`src/rtl/ultrasonic_ranger_pkg.sv`:
```
// ultra_pkg: shared state encoding, mm conversion ratio and default timing for the sonar front-end.
package ultra_pkg;
  typedef enum logic [2:0] {IDLE, TRIG, WAIT_RISE, MEASURE, DONE} state_t;
  localparam int MM_NUM             = 17;
  localparam int MM_DEN             = 5000;
  localparam int ACC_W              = 13;
  localparam int TRIG_CYCLES_DEF    = 500;
  localparam int PERIOD_CYCLES_DEF  = 3_000_000;
  localparam int TIMEOUT_CYCLES_DEF = 1_500_000;
  localparam int OBST_THRESH_DEF    = 44117;
  localparam int DIST_W_DEF         = 12;
endpackage

```
`src/rtl/ultrasonic_ranger_if.sv`:
```
// ultrasonic_ranger_if: sonar pins plus the registered distance/valid/obstacle result bundle.
interface ultrasonic_ranger_if
  import ultra_pkg::*;
#(
  parameter int DIST_W = DIST_W_DEF
);
  logic echo;
  logic trig;
  logic [DIST_W-1:0] dist_mm;
  logic dist_valid;
  logic obstacle;
  logic timeout;
  logic busy;
  modport master (input echo, output trig, dist_mm, dist_valid, obstacle, timeout, busy);
  modport slave (output echo, input trig, dist_mm, dist_valid, obstacle, timeout, busy);
endinterface

```
`src/rtl/ultrasonic_ranger_echo_sync.sv`:
```
// echo_sync: 2-flop synchroniser for the asynchronous echo pin plus rise/fall detection.
module echo_sync (
  input  logic clk0,
  input  logic rst_n,
  input  logic echo,
  output logic echo_rise,
  output logic echo_fall
);
  logic s1, s2, prev;
  always_ff @(posedge clk0 or negedge rst_n)
    if (!rst_n) {s1, s2, prev} <= '0;
    else {s1, s2, prev} <= {echo, s1, s2};
  assign echo_rise = s2 & ~prev;
  assign echo_fall = ~s2 & prev;
endmodule

```
`src/rtl/ultrasonic_ranger.sv`:
```
// ultrasonic_ranger: periodic HC-SR04 trigger, echo timing and divider-free width-to-mm conversion.
module ultrasonic_ranger
  import ultra_pkg::*;
#(
  parameter int TRIG_CYCLES    = TRIG_CYCLES_DEF,
  parameter int PERIOD_CYCLES  = PERIOD_CYCLES_DEF,
  parameter int TIMEOUT_CYCLES = TIMEOUT_CYCLES_DEF,
  parameter int OBST_THRESH    = OBST_THRESH_DEF,
  parameter int DIST_W         = DIST_W_DEF
) (
  input  logic clk0,
  input  logic rst_n,
  ultrasonic_ranger_if.master bus
);
  localparam int CW = $clog2(TIMEOUT_CYCLES + 1);
  localparam int PW = $clog2(PERIOD_CYCLES);
  localparam int MW = DIST_W + 1;
  localparam logic [DIST_W-1:0] DMAX = '1;
  state_t state, nxt;
  logic [CW-1:0] cnt, cnt_inc;
  logic [PW-1:0] pcnt;
  logic [ACC_W-1:0] acc, acc_inc, acc_n;
  logic [MW-1:0] mm, mm_n;
  logic echo_rise, echo_fall, res_to, wrap;
  echo_sync u_sync (
    .clk0      (clk0),
    .rst_n     (rst_n),
    .echo      (bus.echo),
    .echo_rise (echo_rise),
    .echo_fall (echo_fall)
  );
  // cnt is shared: trigger length in TRIG, rise wait in WAIT_RISE, echo width in MEASURE
  always_comb begin
    cnt_inc = cnt + CW'(cnt != CW'(TIMEOUT_CYCLES));
    acc_inc = acc + ACC_W'(MM_NUM);
    wrap    = acc_inc >= ACC_W'(MM_DEN);
    acc_n   = wrap ? acc_inc - ACC_W'(MM_DEN) : acc_inc;
    mm_n    = mm + MW'(wrap && mm != '1);
    nxt     = state;
    res_to  = 1'b0;
    case (state)
      IDLE:      nxt = pcnt == '0 ? TRIG : IDLE;
      TRIG:      nxt = cnt == CW'(TRIG_CYCLES - 1) ? WAIT_RISE : TRIG;
      WAIT_RISE: begin
        res_to = !echo_rise && cnt == CW'(TIMEOUT_CYCLES - 1);
        nxt    = echo_rise ? MEASURE : res_to ? DONE : WAIT_RISE;
      end
      MEASURE:   begin
        res_to = !echo_fall && cnt_inc == CW'(TIMEOUT_CYCLES);
        nxt    = echo_fall || res_to ? DONE : MEASURE;
      end
      DONE:      nxt = IDLE;
      default:   nxt = IDLE;
    endcase
  end
  // The final MEASURE cycle is counted in cnt_inc/mm_n, so results come from the incremented values
  always_ff @(posedge clk0 or negedge rst_n)
    if (!rst_n) begin
      state          <= IDLE;
      cnt            <= '0;
      pcnt           <= '0;
      acc            <= '0;
      mm             <= '0;
      bus.dist_mm    <= '0;
      bus.obstacle   <= 1'b0;
      bus.timeout    <= 1'b0;
    end else begin
      state <= nxt;
      cnt   <= nxt != state ? '0 : cnt_inc;
      pcnt  <= nxt == TRIG && state != TRIG ? PW'(PERIOD_CYCLES - 1) : pcnt - PW'(pcnt != '0);
      acc   <= nxt == MEASURE && state != MEASURE ? '0 : state == MEASURE ? acc_n : acc;
      mm    <= nxt == MEASURE && state != MEASURE ? '0 : state == MEASURE ? mm_n : mm;
      if (nxt == DONE) begin
        bus.dist_mm  <= res_to || mm_n > MW'(DMAX) ? DMAX : mm_n[DIST_W-1:0];
        bus.obstacle <= !res_to && int'(cnt_inc) <= OBST_THRESH;
        bus.timeout  <= res_to;
      end
    end
  assign bus.trig       = state == TRIG;
  assign bus.dist_valid = state == DONE;
  assign bus.busy       = state != IDLE;
endmodule

```
`src/flat_wrapper.sv`:
```
// flat-port wrapper written by rule: the top's interface ports become plain ports
module ultrasonic_ranger_flat import ultra_pkg::*;
#(
  parameter int TRIG_CYCLES    = TRIG_CYCLES_DEF,
  parameter int PERIOD_CYCLES  = PERIOD_CYCLES_DEF,
  parameter int TIMEOUT_CYCLES = TIMEOUT_CYCLES_DEF,
  parameter int OBST_THRESH    = OBST_THRESH_DEF,
  parameter int DIST_W         = DIST_W_DEF
)
  (clk0, rst_n, bus_echo, bus_trig, bus_dist_mm, bus_dist_valid, bus_obstacle, bus_timeout, bus_busy);
  ultrasonic_ranger_if #(.DIST_W(DIST_W)) bus_i ();
  input  logic clk0;
  input  logic rst_n;
  input wire logic [$bits(bus_i.echo)-1:0] bus_echo;
  output wire logic [$bits(bus_i.trig)-1:0] bus_trig;
  output wire logic [$bits(bus_i.dist_mm)-1:0] bus_dist_mm;
  output wire logic [$bits(bus_i.dist_valid)-1:0] bus_dist_valid;
  output wire logic [$bits(bus_i.obstacle)-1:0] bus_obstacle;
  output wire logic [$bits(bus_i.timeout)-1:0] bus_timeout;
  output wire logic [$bits(bus_i.busy)-1:0] bus_busy;
  assign bus_i.echo = bus_echo;
  assign bus_trig = bus_i.trig;
  assign bus_dist_mm = bus_i.dist_mm;
  assign bus_dist_valid = bus_i.dist_valid;
  assign bus_obstacle = bus_i.obstacle;
  assign bus_timeout = bus_i.timeout;
  assign bus_busy = bus_i.busy;
  ultrasonic_ranger #(.TRIG_CYCLES(TRIG_CYCLES), .PERIOD_CYCLES(PERIOD_CYCLES), .TIMEOUT_CYCLES(TIMEOUT_CYCLES), .OBST_THRESH(OBST_THRESH), .DIST_W(DIST_W)) u_core (.clk0(clk0), .rst_n(rst_n), .bus(bus_i));
endmodule
```
`config.mk`:
```
export PLATFORM = sky130hd
export DESIGN_NAME = ultrasonic_ranger_flat
export DESIGN_NICKNAME = d
export VERILOG_FILES = /design/src/rtl/ultrasonic_ranger_pkg.sv /design/src/rtl/ultrasonic_ranger_if.sv /design/src/rtl/ultrasonic_ranger_echo_sync.sv /design/src/rtl/ultrasonic_ranger.sv /design/src/flat_wrapper.sv
export SDC_FILE = /design/constraint.sdc
export NUM_CORES = 1
export LEC_CHECK = 0
export CAP_MARGIN = 20
export CORE_ASPECT_RATIO = 1.25
export CORE_MARGIN = 5
export CORE_UTILIZATION = 55
export DETAILED_ROUTE_END_ITERATION = 12
export PLACE_DENSITY = 0.76
export SYNTH_ARGS = -nofsm -noshare
export SYNTH_HDL_FRONTEND = slang
export SYNTH_HIERARCHICAL = 1
export SYNTH_SLANG_ARGS = --single-unit
```
`constraint.sdc`:
```
create_clock -name clk0 -period 4.15 [get_ports clk0]
set_clock_uncertainty 0.2 [all_clocks]
set_input_delay 0.83 -clock clk0 [delete_from_list [all_inputs] [get_ports clk0]]
set_output_delay 0.83 -clock clk0 [all_outputs]
set_load 0.05 [all_outputs]
```
== Word-level counts from Yosys, hierarchy flattened ==
Cells that the tools add are included.

* Add/subtract/negate cells: 5
* Order comparisons: 3
* Eq/ne operators: 15
* Muxes and demuxes: 15
* Bitwise logic cells: 4
* Reductions and logical operators: 16

{| class="wikitable"
|+ Operator list
! cell !! number
|-
| 13-bit 2-to-1 mux || 5
|-
| 21-bit == test (second input constant) || 2
|-
| 22-bit logical NOT || 1
|-
| 22-bit 2-to-1 mux || 1
|-
| 22-bit nonzero test || 1
|-
| 22-bit by 1-bit subtractor with 22-bit output || 1
|-
| 21-bit by 1-bit adder with 21-bit output || 1
|-
| 21-bit by 9-bit == test with 1-bit output (second input constant) || 1
|-
| 21-bit by 16-bit less-or-equal comparator with 1-bit output (second input constant) || 1
|-
| 21-bit 2-to-1 mux || 1
|-
| 21-bit inequality test (second input constant) || 1
|-
| 13-bit by 1-bit adder with 13-bit output || 1
|-
| 13-bit by 5-bit adder with 13-bit output (second input constant) || 1
|-
| 13-bit greater-or-equal comparator (second input constant) || 1
|-
| 13-bit by 12-bit greater-than comparator with 1-bit output (second input constant) || 1
|-
| 13-bit inequality test (second input constant) || 1
|-
| 13-bit subtractor (second input constant) || 1
|-
| 12-bit 2-to-1 mux || 1
|-
| 3-bit one-hot mux with 4 select lines || 1
|-
| 3-bit by 2-bit == test with 1-bit output (second input constant) || 3
|-
| 3-bit 2-to-1 mux || 3
|-
| 3-bit by 1-bit == test with 1-bit output (second input constant) || 2
|-
| 3-bit == test (second input constant) || 2
|-
| 1-bit logical AND || 6
|-
| 13 further kinds || 18
|}

* Register bits after elaboration: 89
* Bits of input ports: 3
* Output and inout bits: 17
* Word-level logic and storage cells: 69

== Depth between registers and ports, before layout ==
* Word-level depth: 10
* Mapped depth: 19
* Gate-level depth less buffers: 17

== Modules after synthesis ==
Netlist, hierarchy kept.

{| class="wikitable"
|+ Modules (own cells, without submodules)
! module !! instances !! cells each !! area each (sq um) !! sequential area each (sq um)
|-
| ultrasonic_ranger || 1 || 605 || 5305.1 || 2152.1
|-
| echo_sync || 1 || 5 || 90.1 || 75.1
|}

== Worst setup path after synthesis ==
Ideal clock, no wire load.

* Path kind: register -> register
* Start point: register u_core.acc[0]
* End point: register u_core.bus.dist_mm[10]
* Library setup time: 0.135 ns
* Arrival time: 3.867 ns
* Data required time: 3.815 ns
* Setup slack: -0.052 ns
* Cell stages (with the launch flop): 20
* Path buffers: 3
* Period minus slack after synthesis: 4.202 ns
* Path through: dfrtp_1 -> ha_1 -> clkbuf_1 -> nand3_1 -> xnor2_1 -> ha_1 -> inv_1 -> o32ai_1 -> a21oi_1 -> o21bai_1 -> buf_2 -> a31oi_1 -> ha_1 -> ha_1 -> and3_1 -> nand2_1 -> xor2_1 -> and3_1 -> clkbuf_1 -> a2bb2oi_1

* Longest elaborated chain between the ends: 7

{| class="wikitable"
|+ Ends and longest elaborated chain
! element !! line !! source
|-
| start: declaration || ultrasonic_ranger.sv:22 || <nowiki>logic [ACC_W-1:0] acc, acc_inc, acc_n;</nowiki>
|-
| start signal: assignment || ultrasonic_ranger.sv:71 || <nowiki>acc <= nxt == MEASURE && state != MEASURE ? '0 : state == MEASURE ? acc_n : acc;</nowiki>
|-
| 13-bit by 5-bit adder with 13-bit output (*) || ultrasonic_ranger.sv:35 || <nowiki>acc_inc = acc + ACC_W'(MM_NUM);</nowiki>
|-
| 13-bit greater-or-equal comparator (*) || ultrasonic_ranger.sv:36 || <nowiki>wrap = acc_inc >= ACC_W'(MM_DEN);</nowiki>
|-
| 1-bit logical AND (*) || ultrasonic_ranger.sv:38 || <nowiki>mm_n = mm + MW'(wrap && mm != '1);</nowiki>
|-
| 13-bit by 1-bit adder with 13-bit output (*) || ultrasonic_ranger.sv:38 ||
|-
| 13-bit by 12-bit greater-than comparator with 1-bit output || ultrasonic_ranger.sv:74 || <nowiki>bus.dist_mm <= res_to || mm_n > MW'(DMAX) ? DMAX : mm_n[DIST_W-1:0];</nowiki>
|-
| 1-bit logical OR || ultrasonic_ranger.sv:74 ||
|-
| 12-bit 2-to-1 mux (*) || ultrasonic_ranger.sv:74 ||
|-
| end signal: assignment || ultrasonic_ranger.sv:74 ||
|-
| end: declaration || ultrasonic_ranger_if.sv:14 || <nowiki>modport master (input echo, output trig, dist_mm, dist_valid, obstacle, timeout, busy);</nowiki>
|}

Mark *: on every way between the ends. The rest lies on a longest branch, timed or not.
A chain may end at the register's enable or synchronous reset.

== Worst setup path in the final report ==
* Start point: register u_core.cnt[12]
* End point: register u_core.bus.obstacle

* Longest elaborated chain between the ends: 8
* Elaborated cells on any way between the ends: 18
* Classes of those cells: 1 x add/sub; 1 x order compare; 5 x eq/ne; 6 x mux; 5 x reduce/logical

{| class="wikitable"
|+ Ends and longest elaborated chain
! element !! line !! source
|-
| start: declaration || ultrasonic_ranger.sv:20 || <nowiki>logic [CW-1:0] cnt, cnt_inc;</nowiki>
|-
| start signal: assignment || ultrasonic_ranger.sv:69 || <nowiki>cnt <= nxt != state ? '0 : cnt_inc;</nowiki>
|-
| 21-bit inequality test || ultrasonic_ranger.sv:34 || <nowiki>cnt_inc = cnt + CW'(cnt != CW'(TIMEOUT_CYCLES));</nowiki>
|-
| 21-bit by 1-bit adder with 21-bit output || ultrasonic_ranger.sv:34 ||
|-
| 21-bit == test || ultrasonic_ranger.sv:49 || <nowiki>res_to = !echo_fall && cnt_inc == CW'(TIMEOUT_CYCLES);</nowiki>
|-
| 1-bit logical AND || ultrasonic_ranger.sv:49 ||
|-
| 1-bit logical OR || ultrasonic_ranger.sv:50 || <nowiki>nxt = echo_fall || res_to ? DONE : MEASURE;</nowiki>
|-
| 3-bit 2-to-1 mux || ultrasonic_ranger.sv:50 ||
|-
| 3-bit one-hot mux with 4 select lines || ultrasonic_ranger.sv:41 || <nowiki>case (state)</nowiki>
|-
| 3-bit == test || ultrasonic_ranger.sv:73 || <nowiki>if (nxt == DONE) begin</nowiki>
|-
| end signal: assignment || ultrasonic_ranger.sv:65 || <nowiki>bus.obstacle <= 1'b0;</nowiki>
|-
| end signal: assignment || ultrasonic_ranger.sv:75 || <nowiki>bus.obstacle <= !res_to && int'(cnt_inc) <= OBST_THRESH;</nowiki>
|-
| end: declaration || ultrasonic_ranger_if.sv:14 ||
|}

Several ways; a longest one is shown, not always the timed one.

==> key figures <==
Run status
  • Outcome: finished clean

Logic synthesis
  • Syn avg cell area: 8.84 sq um
  • Share of the synthesized area in the top cell type: 41.3%
  • Top post-synthesis cells by area: dfrtp_1 41%, xnor2_1 5.8%, nand2_1 4.7%, nor2_1 4.2%, o21ai_0 3.5%
  • Post-synthesis async set-or-reset flop share: 100%
  • Number of synthesis warnings: 6
  • Sequential fraction of the synthesis area: 41.3%
  • Post-Syn Nets: 623
  • Mapped cell area: 5400 sq um
  • Flops & latches, synth: 89
  • Most frequent cells after synthesis: 89 x dfrtp_1, 67 x nand2_1, 61 x nor2_1
  • Number of synthesized flops with an enable pin: 0
  • Count of distinct cell types in the synthesized netlist: 64
  • Largest area contributor in the netlist: dfrtp_1
  • Top FF cell, synth: dfrtp_1
  • Syn Inst Count: 610
  • Most common cell in the netlist: dfrtp_1

Critical path
  • Startpoint Class: register
  • Reg2reg end: u_core/bus.obstacle
  • Max stage delay on crit path: 0.53 ns
  • Crit. path cell count: 14
  • R2R Setup Slk: 0.22 ns
  • Critical path fanouts, max: 8
  • Cell count of the worst reg-to-reg path: 14
  • CP startpoint: u_core/cnt[12]
  • Worst setup EP type: register
  • CP Class: reg -> reg
  • Worst R2R Start: u_core/cnt[12]
  • Worst EP arrival: 3.92 ns
  • Slowest CP cell: o41ai_1
  • WP data required: 4.14 ns
  • Crit path to: u_core/bus.obstacle
  • Buf/Inv on CP: 0
  • Cells along the critical path: nor4_2 > nand2_1 > or4_1 > or2_2 > ha_1 > ha_2 > and3_1 > nand2_1 > o21ai_0 > a21oi_1 > or4_1 > a22oi_1 > o41ai_1 > o22ai_1
  • CP delay by family, top: simple AND/OR/NAND/NOR gates

Placement
  • DP Worst Slack: 0.0589 ns
  • PortBufs: 19
  • Gpl congestion: 0.899
  • Post-DP HPWL: 8750 microns

Pwr
  • Max IR drop VDD: 0.227 mV
  • Clk network pwr share: 46.8%
  • Flop pwr share: 51.9%
  • Comb pwr share: 1.3%
  • Int Pwr: 0.00130 W
  • Sw power: 0.000374 W
  • Switching Share: 22.3%
  • Leakage: 2.38 nW
  • Power Dens Cells: 276 nW/um^2

Clock tree
  • Number of H-tree levels: 3
  • CTS tree: yes
  • Root Buffer: clkbuf_16
  • Post-CTS resize count: 0
  • Reg clk slew, reported paths: 0.07 ns
  • Clock tree sinks: 89
  • CTS buffer count: 9
  • Maximum root-to-sink buffer count: 2
  • Worst skew pair latency: 0.34 ns
  • Post-CTS Hold Buffers: 0
  • Setup bufs post-CTS: 0

Floorplanning
  • Chip height: 121 microns
  • Die area: 11900 sq um
  • Row count: 40
  • Starting density of the core: 56.1%
  • DIE WIDTH: 98.6 microns
  • # IOs: 20
  • Core area: 9610 sq um

Hold path
  • Hold WC Path Type: reg -> reg

GRT
  • First-pass GRT wire length: 21800 microns
  • Pin count of the biggest net entering global routing: 69
  • Initial antenna violation count: 0
  • Global route overflow: 0
  • Vias in the first global route: 4539
  • GRT Overall Usage: 22.4%

STA
  • Worst slew margin: 34.8%
  • Final worst slack: 0.219 ns
  • Max Clock Freq: 254 MHz
  • Max Transition Viols Final: 0
  • Tcrit/Tclk final: 94.7%
  • Worst-Margin Slew: 0.976 ns
  • Fin. Hold Viols: 0
  • RSZ-0062 raised after global routing: no
  • Setup_tns: 0 ns
  • Min Clock Period, post-route: 3.93 ns
  • Final Setup Violations: 0

Routing
  • First-pass detailed-route iteration total: 4
  • Vias: 4654
  • Post-route ant nets: 0
  • DR DRC count: 0
  • Post-Route WL: 12700 microns
  • Via density: 6.19
  • Avg WL per Cell: 16.9 microns
  • Initial DRC Count: 257

Cells and area
  • Core Util, Final: 63.2%
  • Nets: 634
  • Number of diodes: 0
  • Area grow syn2layout: 12.6%
  • Share of layout cells above drive strength 1: 11.0%

Flow run
  • Max Cap Viol: 0
cells in the final DEF (no fill, tap or decap), drive strengths merged, types with 7 or more instances in the layout:
cell,Yosys,final
nor2b,7,7
inv,17,19
or4,12,12
nor2,61,61
nor4,16,16
nand3,35,35
ha,10,10
a31oi,10,10
o21ai,40,40
or3,10,10
clkbuf,26,10
and3,10,10
clkdlybuf4s50,0,18
xor2,18,18
dfrtp,89,89
xnor2,36,36
nor3,14,14
a21oi,18,18
buf,13,21
nand2,67,67
a2bb2oi,13,13
per-layer routing:
| layer | vias up | GRT usage [%] | wire length (microns) |
|---|---|---|---|
| met3 | 38 | 2.89 | 569 |
| met2 | 140 | 38.5 | 6550 |
| met5 | - | 0 | 0 |
| li1 | 2222 | - | - |
| met1 | 2254 | 27.6 | 5170 |
| met4 | 0 | 11.0 | 410 |
final cells by class:
class	count	area (sq um)
clock buffer	10	239
clock inverter	6	50.0
fill	800	3530
inverter	17	63.8
multi-input combinational	465	2970
sequential	89	2230
tap	126	158
timing repair buffer	39	363
worst reg2reg max path: stages (launching register included):
cell	delay [ns]
dfrtp_2	0.46
nor4_2	0.26
nand2_1	0.11
or4_1	0.51
or2_2	0.32
ha_1	0.22
ha_2	0.23
and3_1	0.20
nand2_1	0.10
o21ai_0	0.09
a21oi_1	0.19
or4_1	0.14
a22oi_1	0.09
o41ai_1	0.53
o22ai_1	0.14
worst min path at each step:
stage,end,from,depth (start not counted)
finish,u_core/u_sync/prev,u_core/u_sync/s2,0
global route,u_core/u_sync/prev,u_core/u_sync/s2,0
CTS,u_core/u_sync/prev,u_core/u_sync/s2,0
detailed placement,u_core/u_sync/s2,u_core/u_sync/s1,0
global placement,u_core/u_sync/prev,u_core/u_sync/s2,0
floorplan,u_core/u_sync/s2,u_core/u_sync/s1,0
registers in the layout, indices dropped and copies added, names as in the netlist:
name,flops
u_core/pcnt,22
u_core/cnt,21
u_core/acc,13
u_core/mm,13
u_core/bus.dist_mm,12
u_core/state,3
u_core/bus.obstacle,1
u_core/bus.timeout,1
u_core/u_sync/prev,1
u_core/u_sync/s1,1
u_core/u_sync/s2,1
kinds of logic (layout without fill, tap and decap cells):
family	count (synthesis)	after routing	share of synthesized area [%]
compound gates	132	132	17.0
flops	89	89	41.3
buf+inv	56	72	4.52
xor+xnor	54	54	8.77
mux	3	3	0.557
simple gates	266	266	25.6
fa+ha+maj	10	10	2.32
metrics by stage:
step / total power (W) / cell area [sq um] / std cells / hold slack [ns]
floorplan: 0.000888 / 5400 / 610 / 0.131
global placement: 0.000909 / 5740 / 736 / 0.167
detailed placement: 0.000909 / 5740 / 736 / 0.172
CTS: 0.00170 / 6020 / 752 / 0.186
global route: 0.00173 / 6080 / 752 / 0.195
finish: 0.00167 / 6080 / 752 / 0.186
power by group through the flow:
stage	clock network [W]	logic (W)	registers, W
after floorplan	0	0.00000226	0.000886
after global placement	0	0.0000231	0.000886
after detailed placement	0	0.0000231	0.000886
after CTS	0.000803	0.0000231	0.000869
after global routing	0.000838	0.0000257	0.000869
final	0.000784	0.0000218	0.000869
Note: power is estimated with default switching activity, not from simulation.
